===== src/rtl/mic_pkg.sv =====
// Shared widths, configuration payload and helpers for the PDM microphone front end.
package mic_pkg;

    localparam int unsigned NUM_LINES   = 20;
    localparam int unsigned NUM_CH      = 2 * NUM_LINES;
    localparam int unsigned DIV_W       = 8;
    localparam int unsigned SYNC_STAGES = 2;
    localparam int unsigned MIN_DIV     = SYNC_STAGES + 2;

    typedef struct packed {
        logic [DIV_W-1:0]  clk_div;
        logic [DIV_W-1:0]  cic_osr;
        logic [NUM_CH-1:0] ch_en;
    } mic_fe_cfg_t;

    // Half period must cover the synchronizer plus the capture flop.
    function automatic logic [DIV_W-1:0] clamp_div(input logic [DIV_W-1:0] div);
        return (div < DIV_W'(MIN_DIV)) ? DIV_W'(MIN_DIV) : div;
    endfunction

    function automatic logic [NUM_CH-1:0] pack_slots(input logic [NUM_LINES-1:0] rise,
                                                     input logic [NUM_LINES-1:0] fall);
        logic [NUM_CH-1:0] bits;
        bits = '0;
        for (int i = 0; i < int'(NUM_LINES); i++) begin
            bits[2*i]   = rise[i];
            bits[2*i+1] = fall[i];
        end
        return bits;
    endfunction

endpackage


===== src/rtl/mic_sync.sv =====
// Multi-stage flop chain bringing asynchronous PDM data into the ipg_clk domain.
module mic_sync #(
    parameter int unsigned WIDTH  = 1,
    parameter int unsigned STAGES = 2
) (
    input  logic             clk,
    input  logic             rst,
    input  logic [WIDTH-1:0] d,
    output logic [WIDTH-1:0] q
);

    logic [STAGES-1:0][WIDTH-1:0] chain;

    always_ff @(posedge clk or posedge rst) begin
        if (rst) begin
            chain <= '0;
        end else begin
            chain <= {chain[STAGES-2:0], d};
        end
    end

    assign q = chain[STAGES-1];

endmodule


===== src/rtl/mic_pdm_frontend.sv =====
// PDM clock generation, stereo slot capture and decimator clock-gate enables.
module mic_pdm_frontend
    import mic_pkg::*;
(
    input  logic                 ipg_clk,
    input  logic                 ipg_hard_async_reset,
    input  logic                 mic_enable,
    input  logic [DIV_W-1:0]     clk_div,
    input  logic [DIV_W-1:0]     cic_osr,
    input  logic [NUM_CH-1:0]    ch_en,
    input  logic [NUM_LINES-1:0] pdm_data,
    output logic                 pdm_clk,
    output logic [NUM_CH-1:0]    pdm_bits,
    output logic                 pdm_valid,
    output logic                 dec_en,
    output logic                 dec16_en
);

    localparam int unsigned D16_W = 4;

    logic                 en_q;
    mic_fe_cfg_t          cfg;
    logic [NUM_LINES-1:0] sync_data;
    logic [DIV_W-1:0]     hcnt;
    logic [DIV_W-1:0]     ocnt;
    logic [D16_W-1:0]     d16cnt;
    logic [NUM_LINES-1:0] fall_cap;
    logic                 had_high;
    logic                 fall_valid;

    logic run;
    logic half_end;
    logic strobe;
    logic osr_wrap;

    mic_sync #(
        .WIDTH  (NUM_LINES),
        .STAGES (SYNC_STAGES)
    ) u_sync (
        .clk (ipg_clk),
        .rst (ipg_hard_async_reset),
        .d   (pdm_data),
        .q   (sync_data)
    );

    // The enable edge itself is a setup cycle; counting starts on the cycle after.
    assign run      = mic_enable & en_q;
    assign half_end = run & (hcnt == (cfg.clk_div - DIV_W'(1)));
    assign strobe   = half_end & pdm_clk & fall_valid;
    assign osr_wrap = (ocnt == (cfg.cic_osr - DIV_W'(1)));

    always_ff @(posedge ipg_clk or posedge ipg_hard_async_reset) begin
        if (ipg_hard_async_reset) begin
            en_q <= 1'b0;
        end else begin
            en_q <= mic_enable;
        end
    end

    // Configuration is sampled only on the rising edge of mic_enable.
    always_ff @(posedge ipg_clk or posedge ipg_hard_async_reset) begin
        if (ipg_hard_async_reset) begin
            cfg <= '0;
        end else if (mic_enable && !en_q) begin
            cfg.clk_div <= clamp_div(clk_div);
            cfg.cic_osr <= (cic_osr == '0) ? DIV_W'(1) : cic_osr;
            cfg.ch_en   <= ch_en;
        end
    end

    always_ff @(posedge ipg_clk or posedge ipg_hard_async_reset) begin
        if (ipg_hard_async_reset) begin
            hcnt    <= '0;
            pdm_clk <= 1'b0;
        end else if (!run) begin
            hcnt    <= '0;
            pdm_clk <= 1'b0;
        end else if (half_end) begin
            hcnt    <= '0;
            pdm_clk <= ~pdm_clk;
        end else begin
            hcnt <= hcnt + DIV_W'(1);
        end
    end

    // The falling-slot mic only drives valid data after it has seen a falling edge,
    // so the first low phase is discarded and each strobe pairs a fall with the next rise.
    always_ff @(posedge ipg_clk or posedge ipg_hard_async_reset) begin
        if (ipg_hard_async_reset) begin
            fall_cap   <= '0;
            had_high   <= 1'b0;
            fall_valid <= 1'b0;
            pdm_bits   <= '0;
            pdm_valid  <= 1'b0;
        end else begin
            pdm_valid <= strobe;
            if (!run) begin
                had_high   <= 1'b0;
                fall_valid <= 1'b0;
            end else if (half_end) begin
                if (pdm_clk) begin
                    had_high <= 1'b1;
                    if (strobe) begin
                        pdm_bits <= pack_slots(sync_data, fall_cap) & cfg.ch_en;
                    end
                end else begin
                    fall_cap   <= sync_data;
                    fall_valid <= had_high;
                end
            end
        end
    end

    always_ff @(posedge ipg_clk or posedge ipg_hard_async_reset) begin
        if (ipg_hard_async_reset) begin
            ocnt   <= '0;
            dec_en <= 1'b0;
        end else begin
            dec_en <= strobe & osr_wrap;
            if (!run) begin
                ocnt <= '0;
            end else if (strobe) begin
                ocnt <= osr_wrap ? '0 : ocnt + DIV_W'(1);
            end
        end
    end

    always_ff @(posedge ipg_clk or posedge ipg_hard_async_reset) begin
        if (ipg_hard_async_reset) begin
            d16cnt   <= '0;
            dec16_en <= 1'b0;
        end else begin
            dec16_en <= strobe & osr_wrap & (d16cnt == '1);
            if (!run) begin
                d16cnt <= '0;
            end else if (strobe && osr_wrap) begin
                d16cnt <= d16cnt + D16_W'(1);
            end
        end
    end

endmodule

===== config.mk =====
export PLATFORM = sky130hd
export DESIGN_NAME = mic_pdm_frontend
export DESIGN_NICKNAME = d
export VERILOG_FILES = /design/src/rtl/mic_pkg.sv /design/src/rtl/mic_sync.sv /design/src/rtl/mic_pdm_frontend.sv
export SDC_FILE = /design/constraint.sdc
export NUM_CORES = 1
export LEC_CHECK = 0
export ABC_CLOCK_PERIOD_IN_PS = 5900
export CAP_MARGIN = 5
export CORE_AREA = 3 3 112 136
export DETAILED_ROUTE_END_ITERATION = 6
export DIE_AREA = 0 0 115 139
export GPL_TIMING_DRIVEN = 0
export PLACE_DENSITY = 0.79
export SYNTH_ARGS = -nofsm -noshare
export SYNTH_HDL_FRONTEND = slang
export SYNTH_HIERARCHICAL = 1
export SYNTH_SLANG_ARGS = --single-unit

===== constraint.sdc =====
create_clock -name ipg_clk -period 5.9 [get_ports ipg_clk]
set_input_delay 1.18 -clock ipg_clk [delete_from_list [all_inputs] [get_ports ipg_clk]]
set_output_delay 1.18 -clock ipg_clk [all_outputs]
set_load 0.03 [all_outputs]

==> out/qor_table.md <==
| Parameter | This run |
|---|---|
| Synthesis-to-finish area growth | 27.47% |
| Outcome | finished clean |
| Count of instances resized after the clock tree is built | 0 |
| Global-route congestion overflow total | 0 |
| Comb pwr share | 0.096 |
| Antenna violations before repair | 0 |
| Routed wirelength normalized by instance count | 17.47 µm |
| Dominant combinational cell family by area after synthesis | simple AND/OR/NAND/NOR gates |
| Most frequent cells in the layout | sky130_fd_sc_hd__dfrtp_1 (183), sky130_fd_sc_hd__clkdlybuf4s50_1 (122), sky130_fd_sc_hd__nand2_1 (93) |
| GRT Total Usage | 0.2181 |
| Num rows | 48 |
| Proportion of total power due to net switching | 0.2398 |
| Power density of the placed cells | 290.4 nW/µm² |
| Simple logic cell fraction of the synthesized area | 0.1422 |
| Largest fanout on the critical path | 10 |
| Clock tree from TritonCTS | done |
| Count of flip-flops with a built-in enable after synthesis | 0 |
| Antenna diodes | 0 |
| Net switching power of the design | 0.6571 mW |
| Lkg Pwr | 4.269 nW |
| Part of the power in registers | 0.510 |
| Leading register cell type out of synthesis | sky130_fd_sc_hd__dfrtp_1 |
| Data arrival time at the worst-slack endpoint | 3650 ps |
| Final Hold Vio Count | 0 |
| Sequential element share of the synthesized area | 0.6187 |
| Instance area at placement | 8875 µm² |
| Hold crit path type | flop to flop |
| Startpoint of the most critical hold path | u_sync/chain[11] |
| Average footprint of a synthesized cell | 12.11 µm² |
| Element type at the critical path start | primary input |
| Flops & latches, synth | 183 |
| Post-synthesis instance total | 611 |
| Slew Limit Fails | 0 |
| Hold-fix buffers at CTS | 0 |
| Synth Net Count | 695 |
| Adder-cell share of the synthesized area | 0.008452 |
| Core Box Area | 14,170 µm² |
| Post-layout net count | 837 |
| Clock root buffer | sky130_fd_sc_hd__clkbuf_16 |
| Violation count after the first detailed-routing iteration | 330 |
| Die height | 139 µm |
| Final wirelength | 16,420 µm |
| Final worst path period share | 0.5585 |
| Die outline area | 15,990 µm² |
| Post-CTS setup buffer count | 0 |
| HPWL Detailed | 11,510 µm |
| RSZ-0062 raised after global routing | no |
| Skew final | 14.73 ps |
| Internal power consumption | 2.083 mW |
| VDD IR-drop max | 0.2719 mV |
| Maximum number of pins on one net before global-route repair | 87 |
| TritonCTS buffer count | 17 |
| Remaining DRCs | 0 |
| Deepest clock path buffer count | 2 |
| Maximum level of the CTS H-tree | 4 |
| Post-synthesis compound-gate area fraction | 0.04699 |
| Minimum clock period after layout | 3295 ps |
| Fmax | 303.5 MHz |
| IO Count | 123 |
| Minimum hold slack | 348.5 ps |
| Most common library cell in the layout ignoring fill and taps | sky130_fd_sc_hd__dfrtp_1 |
| Required @ worst endpoint | 6260 ps |
| Routed vias | 5,064 |
| Startpoint of the most critical register-to-register path | cfg[48] |
| First-pass GRT wire length | 27,470 µm |
| GPL Wtd Cong | 0.8187 |
| Total of warnings raised by yosys | 6 |
| Cell area after synthesis | 7402 µm² |
| Worst setup path category | primary input to flop |
| Fraction of final layout cells with drive strength greater than 1 | 0.1869 |
| Post-synthesis cell type count | 51 |
| Effective utilization at floorplan | 0.5222 |
| Beginning of the critical path | mic_enable |
| Number of max-cap violations | 0 |
| Mux share of post-synthesis cell area | 0.1107 |
| Kind of end point of the critical path | flop |
| Proportion of synthesized flip-flops having asynchronous set or reset | 1.000 |
| Post-route standard cell area excluding fillers | 9435 µm² |
| Antenna-violating nets left | 0 |
| Router iterations before antenna repair | 4 |
| XOR/XNOR Fraction of Synth Area | 0.03195 |
| Final setup violation count | 0 |
| Vias in the first global route | 5,472 |
| Skew-Pair Late Insertion Delay | 420 ps |
| Port bufs | 122 |
| Average via count per standard cell | 5.387 |
| Slew of the pin with the lowest slew margin | 878.7 ps |
| Horizontal extent of the die | 115 µm |
| Fraction of power consumed by the clock network | 0.394 |
| Slew Limit Headroom | 0.4133 |
| Reg clk slew, reported paths | 70 ps |
| Sink Count | 183 |
==> registers in the layout, summed over array words and instances, names as in the netlist <==
register      flops
dec16_en          1
u_sync/q         20
d16cnt            4
dec_en            1
pdm_clk           1
hcnt              8
cfg              56
u_sync/chain     20
fall_cap         20
ocnt              8
had_high          1
pdm_bits         40
fall_valid        1
pdm_valid         1
en_q              1
==> area by class of cell <==
cell class	instances	area (µm²)
flip-flops and latches	183	4579
clock inverters	12	117.6
multi-input cells	373	2519
well taps	175	219.0
inverters	8	35.03
fillers	1057	4738
clock buffers	19	442.9
plain buffers	47	274.0
repair buffers	123	1249
==> power by group through the flow <==
| stage | Combinational [mW] | Sequential, mW | Clock, mW |
|---|---|---|---|
| detailed placement | 0.264 | 1.42 | 0 |
| CTS | 0.266 | 1.40 | 1.09 |
| global route | 0.290 | 1.41 | 1.16 |
| finish | 0.263 | 1.40 | 1.08 |
| global placement | 0.248 | 1.41 | 0 |
| floorplan | 0.172 | 1.40 | 0 |
==> cell families after synthesis <==
family,count (synthesis)
AO/OA/AOI/OAI,48
flip-flops,183
buffers and inverters,55
adder cells (fa/ha/maj),5
XOR/XNOR,27
AND/OR/NAND/NOR,220
multiplexers,73
==> per-layer routing <==
layer | global-route usage | share of wire | up-vias | routed length [µm]
met2 | 0.3765 | 0.54 | 126 | 8850
met5 | 0 | 0 | - | 0
met3 | 0.06329 | 0.051 | 19 | 838
li1 | - | - | 2347 | -
met4 | 0.06119 | 0.013 | 0 | 218
met1 | 0.2646 | 0.40 | 2572 | 6511
==> critical path, cell delays in order <==
cell	delay, ps
sky130_fd_sc_hd__clkdlybuf4s50_1	550
sky130_fd_sc_hd__nand2_1	230
sky130_fd_sc_hd__nor2_1	430
sky130_fd_sc_hd__nand3_1	170
sky130_fd_sc_hd__nor2_1	340
sky130_fd_sc_hd__clkbuf_1	460
sky130_fd_sc_hd__nand3_1	180
sky130_fd_sc_hd__nand2_1	110
==> through the flow <==
| step | power (mW) | instances | util | worst slack [ps] | setup TNS, ps |
|---|---|---|---|---|---|
| 6_report | 2.740 | 940 | 0.6657 | 2605 | 0 |
| 5_1_grt | 2.854 | 940 | 0.6657 | 2463 | 0 |
| 2_1_floorplan | 1.573 | 611 | - | 882.1 | 0 |
| 3_3_place_gp | 1.662 | 908 | 0.6239 | -931.6 | -132600 |
| 4_1_cts | 2.758 | 940 | 0.6657 | 2634 | 0 |
| 3_5_place_dp | 1.684 | 909 | 0.6261 | 2231 | 0 |
==> cells in the mapped netlist, types with 2 or more instances <==
master                     instances  share of area
sky130_fd_sc_hd__nor3b_1           3         0.0030
sky130_fd_sc_hd__mux2i_1           2         0.0027
sky130_fd_sc_hd__nand4_1           4         0.0034
sky130_fd_sc_hd__xor2_1           10          0.012
sky130_fd_sc_hd__inv_1             8         0.0041
sky130_fd_sc_hd__xnor2_1          17          0.020
sky130_fd_sc_hd__mux2_2           70           0.11
sky130_fd_sc_hd__o21bai_1          3         0.0030
sky130_fd_sc_hd__nor4_1            2         0.0017
sky130_fd_sc_hd__buf_4            22          0.022
sky130_fd_sc_hd__nand3_1          51          0.034
sky130_fd_sc_hd__nor3_2            2         0.0027
sky130_fd_sc_hd__nor2_1           32          0.016
sky130_fd_sc_hd__and2_1            2         0.0017
sky130_fd_sc_hd__or4_1             2         0.0020
sky130_fd_sc_hd__a211o_1           2         0.0024
sky130_fd_sc_hd__nor3_1            7         0.0047
sky130_fd_sc_hd__nand3b_1          4         0.0041
sky130_fd_sc_hd__o21ai_0          12         0.0081
sky130_fd_sc_hd__o211ai_1          2         0.0020
sky130_fd_sc_hd__dfrtp_1         183           0.62
sky130_fd_sc_hd__and3_1            6         0.0051
sky130_fd_sc_hd__a21oi_1          15          0.010
sky130_fd_sc_hd__buf_2             6         0.0041
sky130_fd_sc_hd__nand2_1          93          0.047
sky130_fd_sc_hd__nand2b_1          4         0.0034
sky130_fd_sc_hd__o22ai_1           2         0.0017
sky130_fd_sc_hd__ha_1              5         0.0085
sky130_fd_sc_hd__o21a_1            2         0.0020
sky130_fd_sc_hd__clkbuf_1         17         0.0086
==> worst paths after layout <==
kind / end / slack, ps / depth (start not counted)
setup / recovery: pdm_bits[9] / 2600 / 8
hold / removal: u_sync/q[11] / 350 / 0
setup reg to reg: pdm_bits[9] / 2820 / 11
hold reg to reg: u_sync/q[11] / 350 / 0
max in group asynchronous: en_q / 3860 / 3
min in group asynchronous: fall_cap[12] / 1230 / 2
(Power assumes the default switching activity.)
